==> config.mk <==
export PLATFORM = sky130hd
export DESIGN_NAME = reg_scoreboard
export DESIGN_NICKNAME = d
export VERILOG_FILES = /design/src/rtl/reg_scoreboard.sv
export SDC_FILE = /design/constraint.sdc
export NUM_CORES = 1
export LEC_CHECK = 0
export BUFFER_PORTS_ARGS = -buffer_cell sky130_fd_sc_hd__buf_2
export CAP_MARGIN = 20
export CORE_MARGIN = 3
export CORE_UTILIZATION = 35
export CTS_BUF_LIST = sky130_fd_sc_hd__clkbuf_2
export CTS_CLUSTER_DIAMETER = 120
export DETAILED_ROUTE_END_ITERATION = 10
export GPL_ROUTABILITY_DRIVEN = 1
export REMOVE_ABC_BUFFERS = 1
export SLEW_MARGIN = 10
export SYNTH_ARGS = -nofsm -noshare
export SYNTH_HDL_FRONTEND = slang
export SYNTH_SLANG_ARGS = --single-unit
==> constraint.sdc <==
create_clock -name clk -period 22.3 [get_ports clk]
set_input_delay 5.575 -clock clk [delete_from_list [all_inputs] [get_ports clk]]
set_output_delay 5.575 -clock clk [all_outputs]
set_load 0.01 [all_outputs]
==> src/rtl/reg_scoreboard.sv <==
// ID-stage register scoreboard: tracks in-flight writes per architectural register
// and holds the decoded instruction until its sources and destination are free.
module reg_scoreboard #(
  parameter int REG_COUNT  = 32,
  parameter int ADDR_WIDTH = 5,
  parameter int LAT_WIDTH  = 3
) (
  input  logic                  clk,
  input  logic                  rst,
  input  logic                  flush,
  input  logic                  id_valid,
  input  logic                  read_en_1,
  input  logic [ADDR_WIDTH-1:0] read_addr_1,
  input  logic                  read_en_2,
  input  logic [ADDR_WIDTH-1:0] read_addr_2,
  input  logic                  write_en,
  input  logic [ADDR_WIDTH-1:0] write_addr,
  input  logic [LAT_WIDTH-1:0]  write_lat,
  input  logic                  wb_en,
  input  logic [ADDR_WIDTH-1:0] wb_addr,
  output logic                  stall,
  output logic                  stall_raw,
  output logic                  stall_waw,
  output logic                  issue,
  output logic [ADDR_WIDTH:0]   busy_count
);

  typedef enum logic [1:0] {
    ST_FREE    = 2'd0,
    ST_TIMED   = 2'd1,
    ST_WAIT_WB = 2'd2
  } entry_state_e;

  localparam logic [LAT_WIDTH-1:0]  LAT_ZERO  = {LAT_WIDTH{1'b0}};
  localparam logic [LAT_WIDTH-1:0]  LAT_ONE   = {{(LAT_WIDTH-1){1'b0}}, 1'b1};
  localparam logic [ADDR_WIDTH-1:0] ADDR_ZERO = {ADDR_WIDTH{1'b0}};
  localparam logic [ADDR_WIDTH:0]   BUSY_ONE  = {{ADDR_WIDTH{1'b0}}, 1'b1};

  entry_state_e           st_q  [REG_COUNT];
  entry_state_e           st_d  [REG_COUNT];
  logic [LAT_WIDTH-1:0]   cnt_q [REG_COUNT];
  logic [LAT_WIDTH-1:0]   cnt_d [REG_COUNT];

  logic                   src1_busy_s;
  logic                   src2_busy_s;
  logic                   dst_busy_s;
  logic                   issue_s;
  logic                   alloc_s;
  logic [ADDR_WIDTH:0]    busy_s;

  // Hazard lookup against the registered entry states
  always_comb begin
    src1_busy_s = 1'b0;
    src2_busy_s = 1'b0;
    dst_busy_s  = 1'b0;
    if (read_en_1 && (read_addr_1 != ADDR_ZERO)) begin
      src1_busy_s = (st_q[read_addr_1] != ST_FREE);
    end else begin
      src1_busy_s = 1'b0;
    end
    if (read_en_2 && (read_addr_2 != ADDR_ZERO)) begin
      src2_busy_s = (st_q[read_addr_2] != ST_FREE);
    end else begin
      src2_busy_s = 1'b0;
    end
    if (write_en && (write_addr != ADDR_ZERO)) begin
      dst_busy_s = (st_q[write_addr] != ST_FREE);
    end else begin
      dst_busy_s = 1'b0;
    end
  end

  assign stall_raw  = id_valid & (src1_busy_s | src2_busy_s);
  assign stall_waw  = id_valid & dst_busy_s;
  assign stall      = stall_raw | stall_waw;
  assign issue_s    = rst & id_valid & ~stall & ~flush;
  assign issue      = issue_s;
  assign alloc_s    = issue_s & write_en & (write_addr != ADDR_ZERO);
  assign busy_count = busy_s;

  // Per-entry next state. A timed write loads lat-1 so the entry frees on the
  // edge that ends cycle lat-1 and a consumer issues exactly lat cycles later;
  // lat=1 is forwardable next cycle and needs no entry at all.
  always_comb begin
    for (int r = 0; r < REG_COUNT; r++) begin
      st_d[r]  = st_q[r];
      cnt_d[r] = cnt_q[r];
      if (r == 0) begin
        st_d[r]  = ST_FREE;
        cnt_d[r] = LAT_ZERO;
      end else begin
        case (st_q[r])
          ST_TIMED: begin
            if (flush || (cnt_q[r] == LAT_ONE)) begin
              st_d[r]  = ST_FREE;
              cnt_d[r] = LAT_ZERO;
            end else begin
              cnt_d[r] = cnt_q[r] - LAT_ONE;
            end
          end
          ST_WAIT_WB: begin
            if (wb_en && (wb_addr == ADDR_WIDTH'(r))) begin
              st_d[r] = ST_FREE;
            end else begin
              st_d[r] = ST_WAIT_WB;
            end
          end
          ST_FREE: begin
            if (alloc_s && (write_addr == ADDR_WIDTH'(r))) begin
              if (write_lat == LAT_ZERO) begin
                st_d[r] = ST_WAIT_WB;
              end else if (write_lat == LAT_ONE) begin
                st_d[r] = ST_FREE;
              end else begin
                st_d[r]  = ST_TIMED;
                cnt_d[r] = write_lat - LAT_ONE;
              end
            end else begin
              st_d[r] = ST_FREE;
            end
          end
          default: begin
            st_d[r]  = ST_FREE;
            cnt_d[r] = LAT_ZERO;
          end
        endcase
      end
    end
  end

  // Occupancy count of the registered state
  always_comb begin
    busy_s = {(ADDR_WIDTH+1){1'b0}};
    for (int r = 1; r < REG_COUNT; r++) begin
      if (st_q[r] != ST_FREE) begin
        busy_s = busy_s + BUSY_ONE;
      end else begin
        busy_s = busy_s;
      end
    end
  end

  // Entry state registers; reset drops every pending write, WAIT_WB included
  always_ff @(posedge clk or negedge rst) begin
    if (!rst) begin
      for (int r = 0; r < REG_COUNT; r++) begin
        st_q[r]  <= ST_FREE;
        cnt_q[r] <= LAT_ZERO;
      end
    end else begin
      for (int r = 0; r < REG_COUNT; r++) begin
        st_q[r]  <= st_d[r];
        cnt_q[r] <= cnt_d[r];
      end
    end
  end

endmodule

# --- Word level (Yosys, flattened, before mapping) ---
# Cells that the tools add are included.
totals:
  word_cells: 912
  regBits: 155
classes:
  eq_ne: 280
  addsub: 62
  order_cmp: 3
  bitwise: 45
  muxes: 264
  n_reduce_logical: 196
op_table:
  columns: ["operator", "count"]
  rows:
  - ["one-hot mux 3 bit (3 select lines)", 31]
  - ["!= test 2 bit (second input constant)", 124]
  - ["2-to-1 mux 2 bit", 100]
  - ["2-to-1 mux 3 bit", 64]
  - ["one-hot mux 2 bit (3 select lines)", 31]
  - ["adder 6 x 1 -> 6 bit (second input constant)", 30]
  - ["2-to-1 mux 6 bit", 30]
  - ["== test 5 bit (second input constant)", 32]
  - ["AND reduction 4 bit", 31]
  - ["== test 3 x 1 -> 1 bit (second input constant)", 32]
  - ["subtractor 3 x 1 -> 3 bit (second input constant)", 32]
  - ["== test 5 x 4 -> 1 bit (second input constant)", 16]
  - ["nonzero test 2 bit", 34]
  - ["logical AND 1 bit", 65]
  - ["== test 2 x 1 -> 1 bit (second input constant)", 31]
  - ["== test 2 bit (second input constant)", 31]
  - ["zero test 2 bit", 31]
  - ["== test 5 x 3 -> 1 bit (second input constant)", 8]
  - ["NOT 1 bit", 33]
  - ["logical OR 1 bit", 31]
  - ["binary-select mux 2 bit (select 5 bit)", 3]
  - ["== test 5 x 2 -> 1 bit (second input constant)", 4]
  - ["greater-or-equal comparator 6 bit (second input constant)", 3]
  - ["NOT 5 -> 6 bit", 3]
  - ["other kinds (6)", 20]

# --- Longest topological paths before layout ---
# Gate-level depths: netlist of the first run.
depth:
  ltp_word: 62
  ltp_mapped: 93

# --- Worst setup path before layout of the first run ---
# Ideal clock, no wire load.
synth_timing:
  path_type: "flip-flop to output port"
  start: "register st_q[59] (netlist name)"
  end: "output busy_count[5]"
  required_time_ns: 16.725
  stages_incl_launch_ff: 92
  t_arrival_ns: 15.581
  slack_ns: 1.144
  cell_sequence: "dfrtp_1 -> nor2_1 -> inv_1 -> ha_1 -> clkbuf_1 -> or3_1 -> and2_1 -> ha_1 -> o21ai_0 -> nand2_1 -> ha_1 -> nand2_1 -> o21ai_0 -> ha_1 -> xor2_1 -> nor2_1 -> a21oi_1 -> a21oi_1 -> [56 not listed] -> nand2_1 -> o21ai_0 -> xnor2_1 -> o21ai_0 -> ha_1 -> o21ai_0 -> o31ai_1 -> ha_1 -> mux2i_1 -> inv_1 -> ha_1 -> nand2_1 -> xnor2_1 -> nand3_1 -> nor2b_1 -> o21ai_1 -> xnor2_1 -> xnor2_1"
synth_between:
  elab_chain_cells: 60
synth_rtl:
  columns: ["element", "line_no", "source"]
  rows:
  - ["from (decl)", "39", "entry_state_e st_q [REG_COUNT];"]
  - ["from (signal, indexed assignment)", "152", "st_q[r] <= st_d[r];"]
  - ["nonzero test 2 bit (*)", "135", "if (st_q[r] != ST_FREE) begin"]
  - ["2-to-1 mux 6 bit (*)", "135", null]
  - ["adder 6 x 1 -> 6 bit", "136", "busy_s = busy_s + BUSY_ONE;"]
  - ["2-to-1 mux 6 bit (*)", "135", null]
  - ["adder 6 x 1 -> 6 bit", "136", null]
  - ["2-to-1 mux 6 bit (*)", "135", null]
  - ["adder 6 x 1 -> 6 bit", "136", null]
  - ["2-to-1 mux 6 bit (*)", "135", null]
  - ["[44 not listed]", null, null]
  - ["adder 6 x 1 -> 6 bit", "136", null]
  - ["2-to-1 mux 6 bit (*)", "135", null]
  - ["adder 6 x 1 -> 6 bit", "136", null]
  - ["2-to-1 mux 6 bit (*)", "135", null]
  - ["adder 6 x 1 -> 6 bit", "136", null]
  - ["2-to-1 mux 6 bit (*)", "135", null]
  - ["adder 6 x 1 -> 6 bit", "136", null]
  - ["2-to-1 mux 6 bit (*)", "135", null]
  - ["to (decl)", "25", "output logic [ADDR_WIDTH:0] busy_count"]
# Mark *: on every way between the ends. The rest lies on a longest branch, timed or not.

# --- Worst setup path after layout of the first run ---
layout_timing:
  start: "register st_q[61] (netlist name)"
  end: "output busy_count[4]"
layout_between:
  elab_chain_cells: 62
layout_rtl:
  columns: ["element", "line_no"]
  rows:
  - ["nonzero test 2 bit (*)", "135"]
  - ["2-to-1 mux 1 bit (*)", "135"]
  - ["adder 6 x 1 -> 6 bit", "136"]
  - ["2-to-1 mux 6 bit (*)", "135"]
  - ["adder 6 x 1 -> 6 bit", "136"]
  - ["2-to-1 mux 6 bit (*)", "135"]
  - ["adder 6 x 1 -> 6 bit", "136"]
  - ["2-to-1 mux 6 bit (*)", "135"]
  - ["[46 not listed]", null]
  - ["adder 6 x 1 -> 6 bit", "136"]
  - ["2-to-1 mux 6 bit (*)", "135"]
  - ["adder 6 x 1 -> 6 bit", "136"]
  - ["2-to-1 mux 6 bit (*)", "135"]
  - ["adder 6 x 1 -> 6 bit", "136"]
  - ["2-to-1 mux 6 bit (*)", "135"]
  - ["adder 6 x 1 -> 6 bit", "136"]
  - ["2-to-1 mux 6 bit (*)", "135"]
# Marked as above.

==> flow_summary.json, run 1 <==
{
  "outcome": "completed",
  "skew_ns": 0.0465,
  "dr.first_iter.drc_count": 1310,
  "tightest_slew_ns": 1.19,
  "fin_cells": 2317,
  "slowest_stage": "dfrtp_2",
  "synth_flop_cell": "dfrtp_1",
  "synth_area_um2": 14400,
  "fp.dieW_um": 209,
  "die_h_um": 209,
  "place.gp.congestion": 0.939,
  "met1_usage": 0.272,
  "insertion_delay_ns": 0.80,
  "critPathBufInv": 6,
  "core-area_um2": 40200,
  "synth_cell_type_count": 84,
  "arrival_ns": 15.80,
  "cts_root_buf": "clkbuf_2",
  "hold_viol": 0,
  "synth-edff-count": 0,
  "min_to": "cnt_q[75]",
  "start_util": 0.359,
  "wirelength_mm": 43.5,
  "period_needed_ns": 21.38,
  "route.detailed.drc": 0,
  "final_area_um2": 16000,
  "postSynthAreaPerCell_um2": 8.25,
  "p_per_area_nw_per_um2": 47.4,
  "async_reset_ff_frac": 1.00,
  "hold_buffers": 0,
  "timing.rr.start": "st_q[14]",
  "cp_top_family": "compound AO/OA/AOI/OAI gates",
  "cp_max_fo": 5,
  "synth_warnings": 0,
  "synth.most_common_cell": "nor2_1",
  "ir_drop_v": 0.0000337,
  "regToRegSetupSlack_ns": 17.04,
  "dp_cells": 2247,
  "cts_buffers": 17,
  "vias": 13302,
  "worstHoldPathType": "flip-flop to flip-flop",
  "ys_seq_area_frac": 0.269,
  "setup_viol": 0,
  "antenna_found_initial": 8,
  "r2r_end": "cnt_q[76]",
  "grt_pass1_vias": 12552,
  "critPathMaxStageDelay_ns": 0.48,
  "synth.area.top_cells": "dfrtp_1 (27%), ha_1 (8.2%), nor2_1 (6.5%)",
  "period_share": 0.959,
  "slew_viol_final": 0,
  "areaGrowthSynthToFinish_pct": 10.7,
  "dr.pass1.iters": 5,
  "timing.final.ws_setup_ns": 0.920,
  "fp-row-count": 73,
  "tritoncts": "done",
  "dieArea_um2": 43700,
  "synth_top_cell_area_share": 0.269,
  "min_from": "cnt_q[75]",
  "grt_pass1_wl_mm": 68.4,
  "timing.setup.tns_ns": 0,
  "postSynthCellCount": 1748,
  "port_buffers": 40,
  "ios": 41,
  "h-tree-depth": 4,
  "fmax_mhz": 46.8,
  "start_kind": "flip-flop",
  "clk_pin_slew_ns": 0.23,
  "drv_cap": 0,
  "grt_overflow_total": 0,
  "post-place-ws_ns": -0.179,
  "crit_type": "flip-flop to output pin",
  "cts_sinks": 155,
  "r2r_cells": 15,
  "slew_headroom": 0.202,
  "grt_max_degree": 66,
  "grt_use_met3": 0.0353,
  "cp_common_cell": "ha_1",
  "hpwlAfterDp_mm": 31.8,
  "cts_max_path_buffers": 2,
  "yosys-top-cells-count": "nor2_1 (248), dfrtp_1 (155), nand2_1 (148)",
  "dpl_cell_area_um2": 15100,
  "worst_hold_slack_ns": 0.544,
  "nets": 1901,
  "gr-max-usage-layer": "met2",
  "drive_gt1_frac": 0.153,
  "ant_nets": 0,
  "ys_ff_latch": 155,
  "grtUsageTotal": 0.193,
  "post_drt_via_cell_ratio": 5.74,
  "worstPathRequired_ns": 16.73,
  "utilization": 0.397,
  "worstSetupEndpointType": "output pin",
  "yosys.area.top_type": "dfrtp_1",
  "use_met2": 0.300,
  "hold_depth": 1,
  "wl_per_cell_um": 18.8,
  "total_power_uw": 757,
  "p_leak_nw": 6.91
}
-- report_power, final --
| part | switching [mW] | internal, mW |
|---|---|---|
| clock network | 0.110 | 0.0751 |
| logic | 0.137 | 0.115 |
| registers | 0.0178 | 0.302 |
-- area by class of cell --
| type | count | area, um2 |
|---|---|---|
| diodes | 3 | 7.51 |
| clock buffers | 18 | 90.1 |
| clock inverters | 14 | 193 |
| fillers | 4076 | 24200 |
| inverters | 98 | 368 |
| multi-input cells | 1413 | 10200 |
| flip-flops and latches | 155 | 3880 |
| well taps | 525 | 657 |
| repair buffers | 91 | 591 |
-- layer usage --
metal	up-vias	share of wire
met3	90	0.074
met1	6458	0.45
met4	8	0.029
met2	428	0.44
met5	-	0.0012
li1	6318	-
-- state kept, by name, summed over array words and instances, names as in the netlist --
signal,cells
cnt_q,93
st_q,62
-- cell families (layout without fill, tap and decap cells) --
kind of cell | Yosys count | count (layout) | synth area share
AO/OA/AOI/OAI | 448 | 448 | 0.202
XOR/XNOR | 165 | 165 | 0.125
adder cells (fa/ha/maj) | 94 | 94 | 0.0815
buffers and inverters | 180 | 221 | 0.0489
flip-flops | 155 | 155 | 0.269
multiplexers | 75 | 75 | 0.0732
other | 0 | 3 | 0
AND/OR/NAND/NOR | 631 | 631 | 0.201
-- worst max-delay path by stage --
stage	from	to	cells after the start
3_5_place_dp	st_q[60]	busy_count[5]	91
5_1_grt	st_q[61]	busy_count[4]	91
3_3_place_gp	st_q[60]	busy_count[5]	91
2_1_floorplan	st_q[59]	busy_count[5]	90
6_report	st_q[61]	busy_count[4]	91
4_1_cts	st_q[60]	busy_count[5]	92
-- cells in the final DEF (no fill, tap or decap), drive strengths merged, types with 11 or more instances in the layout --
cell type  netlist  routed
a21oi          133     133
a311oi          32      32
a31oi           14      14
buf             13      91
clkbuf          69      18
dfrtp          155     155
ha              94      94
inv             98     102
mux2i           47      47
mux4            24      24
nand2          148     148
nand2b          41      41
nand3           57      57
nor2           250     250
nor3            40      40
o21ai           81      81
o22ai           77      77
o32a            13      13
o32ai           14      14
or2             28      28
xnor2          110     110
xnor3           11      11
xor2            42      42
-- what timing repair did --
item	4_1_cts	5_1_grt
gates resized for setup	17	67
setup buffers	14	18
pin swaps	7	33
endpoints found under the setup margin	5	5
endpoints found under the hold margin	0	0
-- worst reg2reg max path: cells and delay by family (launching register included) --
family	cells	cell delay (ns)
AOI/OAI and AO/OA	5	1.13
muxes	3	0.76
DFF	1	0.56
and+or+nand+nor	6	2.63
buffers and inverters	1	0.05
No activity file was read; power rests on OpenSTA's default activity.
==> run 2, diff against run 1 <==
- ABC_AREA: not set -> 1
- SETUP_SLACK_MARGIN: not set -> 0.1
==> run 2 against run 1 <==
  * Flip-flop and latch count unchanged
  * First-iteration DRC count is 21% lower
  * Clock power fell by 19%
  * Global-route usage is 1.5 points higher
  * Final area down 5.2%
  * Clock-buffer cell count grew 1
  * Register-to-register slack gained 0.28 ns
  * Die area is 2.4% lower
  * Via count increased by 6.3%
  * Area after synthesis decreased by 2.5%
  * Core utilization down 1.1 points
  * Largest power group unchanged
==> flow_summary.json, run 2 <==
{
  "outcome": "completed",
  "cts_buffers": 17,
  "nets": 2257,
  "cts_max_path_buffers": 2,
  "yosys.area_share.adder": 0.0836,
  "grt_overflow_total": 0,
  "postCtsSetupRepairBufs": 0,
  "worstHoldPathType": "flip-flop to flip-flop",
  "place.gp.congestion": 0.925,
  "critPathMaxStageDelay_ns": 0.45,
  "met3_length_mm": 2.49,
  "p_per_area_nw_per_um2": 46.6,
  "timing.final.ws_setup_ns": 1.58,
  "wl_per_cell_um": 16.4,
  "crit_type": "flip-flop to output pin",
  "yosys-top-cells-count": "nand2_1 (492), inv_1 (355), nand3_1 (226)",
  "postSynthCellCount": 2092,
  "dr.first_iter.drc_count": 1035,
  "worstPathRequired_ns": 16.73,
  "synth-edff-count": 0,
  "synth_cell_type_count": 41,
  "grt_pass1_wl_mm": 70.2,
  "p_leak_nw": 7.97,
  "synth.most_common_cell": "nand2_1",
  "hold_viol": 0,
  "slew_viol_final": 0,
  "synth_top_family_by_area": "simple AND/OR/NAND/NOR gates",
  "dieArea_um2": 42600,
  "synth_area_um2": 14100,
  "postSynthAreaPerCell_um2": 6.72,
  "port_buffers": 40,
  "post-place-ws_ns": 2.36,
  "drv_cap": 0,
  "route.detailed.drc": 0,
  "layout_commonest_cell": "nand2_1",
  "synth_compound_area_frac": 0.175,
  "reg_top3": "cnt_q x93, st_q x62",
  "slowest_stage": "dfrtp_1",
  "ys_ff_latch": 155,
  "fmax_mhz": 48.3,
  "synth-xor-area-share": 0.0324,
  "cp_max_fo": 6,
  "grt_pass1_vias": 13350,
  "cp_common_cell": "nand2_1",
  "antenna_found_initial": 1,
  "core-area_um2": 39200,
  "synth_top_cell_area_share": 0.276,
  "timing.setup.tns_ns": 0,
  "topRoutingLayerUsed": "met4",
  "fp-row-count": 72,
  "arrival_ns": 15.14,
  "fp.dieW_um": 206,
  "ys_seq_area_frac": 0.276,
  "drive_gt1_frac": 0.0915,
  "ant_nets": 0,
  "grt_setup_unrepaired": "false",
  "skew_ns": 0.0454,
  "clk_pin_slew_ns": 0.26,
  "cts_root_buf": "clkbuf_2",
  "ir_drop_v": 0.0000449,
  "layout_common_cells": "nand2_1 (492), inv_1 (355), nand3_1 (226)",
  "grtUsageTotal": 0.208,
  "yosys.area_share.simple": 0.328,
  "tritoncts": "done",
  "start_kind": "flip-flop",
  "die_h_um": 206,
  "h-tree-depth": 4,
  "setup_viol": 0,
  "period_needed_ns": 20.72,
  "ios": 41,
  "largest_reg_flops": 93,
  "period_share": 0.929,
  "hpwlAfterDp_mm": 32.8,
  "vias": 14145,
  "grt_max_degree": 82,
  "worstSetupEndpointType": "output pin",
  "top_register": "cnt_q",
  "synthMuxAreaShare": 0,
  "post_cts_resized": 0,
  "post_drt_via_cell_ratio": 5.31,
  "synth_warnings": 0,
  "synth.area.top_cells": "dfrtp_1 (28%), nand2_1 (13%), inv_1 (9.5%)",
  "dr.pass1.iters": 7,
  "synth_flop_cell": "dfrtp_1",
  "dr_wl_met2_mm": 19.4,
  "start_util": 0.359,
  "cts_sinks": 155,
  "wirelength_mm": 43.6,
  "yosys.area.top_type": "dfrtp_1",
  "slew_headroom": 0.285,
  "route.layer.met1.wl_mm": 20.0,
  "tightest_slew_ns": 1.07,
  "insertion_delay_ns": 0.81,
  "hold_buffers": 0,
  "async_reset_ff_frac": 1.00,
  "areaGrowthSynthToFinish_pct": 7.60
}
==> run 2: cell count changes after synthesis, moves of 32 or more <==
cell and delta:
a311oi_1 -32, inv_1 +259, nand2_1 +344, a21oi_1 -103, nor2_1 -117, o21ai_0 +82, xnor2_1 -61, clkbuf_1 -41
o22ai_1 +36, mux2i_1 -47, nand2_2 +44, nand2b_1 -41, nand3_1 +169
==> run 2: metal layers <==
layer | vias up | global-route usage
met5 | - | 0
met4 | 0 | 0.0832
met3 | 95 | 0.0301
met2 | 456 | 0.339
met1 | 6532 | 0.278
li1 | 7062 | -
==> run 2: cell type report <==
cell class | instances | area, um2
Inverter | 363 | 1360
Clock inverter | 11 | 100
Tap cell | 518 | 648
Fill cell | 4090 | 24100
Multi-Input combinational cell | 1543 | 8750
Clock buffer | 19 | 95.1
Sequential cell | 155 | 3880
Timing Repair Buffer | 52 | 297
Antenna cell | 1 | 2.50
==> run 2: cells by family after synthesis <==
kind of cell / count (synthesis)
xor+xnor: 52
flops: 155
simple gates: 1001
buf+inv: 394
compound gates: 396
fa+ha+maj: 94
==> run 2: power by group <==
group | total [mW] | switching (mW) | internal (mW)
logic | 0.220 | 0.136 | 0.0842
registers | 0.336 | 0.0210 | 0.315
clock network | 0.149 | 0.109 | 0.0395
total | 0.705 | 0.266 | 0.439
==> run 2: through the flow <==
step	hold slack, ns	power [mW]	util	std cells	instance area (um2)
after floorplan	0.422	0.495	-	2061	13900
after global routing	0.455	0.756	0.386	2662	15100
after detailed placement	0.438	0.558	0.381	2631	14900
after CTS	0.422	0.708	0.386	2661	15100
final	0.422	0.705	0.386	2662	15100
after global placement	0.437	0.550	0.381	2631	14900
==> run 2: worst paths after layout <==
path / cells after the start / slack [ns] / to / start
worst max-delay path: 91 / 1.58 / busy_count[5] / st_q[59]
worst min-delay path: 1 / 0.42 / st_q[25] / st_q[24]
worst max register to register: 18 / 17.32 / cnt_q[79] / st_q[9]
worst min register to register: 1 / 0.42 / st_q[25] / st_q[24]
max in group asynchronous: 2 / 15.96 / st_q[46] / rst
min in group asynchronous: 1 / 4.79 / st_q[7] / rst
==> run 2: critical path: cells and delay by family (launching register included) <==
kind | cells | cell delay [ns]
DFF | 1 | 0.45
and+or+nand+nor | 43 | 5.28
adders and majority gates | 17 | 5.04
buffers and inverters | 7 | 0.56
AOI/OAI and AO/OA | 17 | 2.07
xor gates and xnor gates | 7 | 0.95
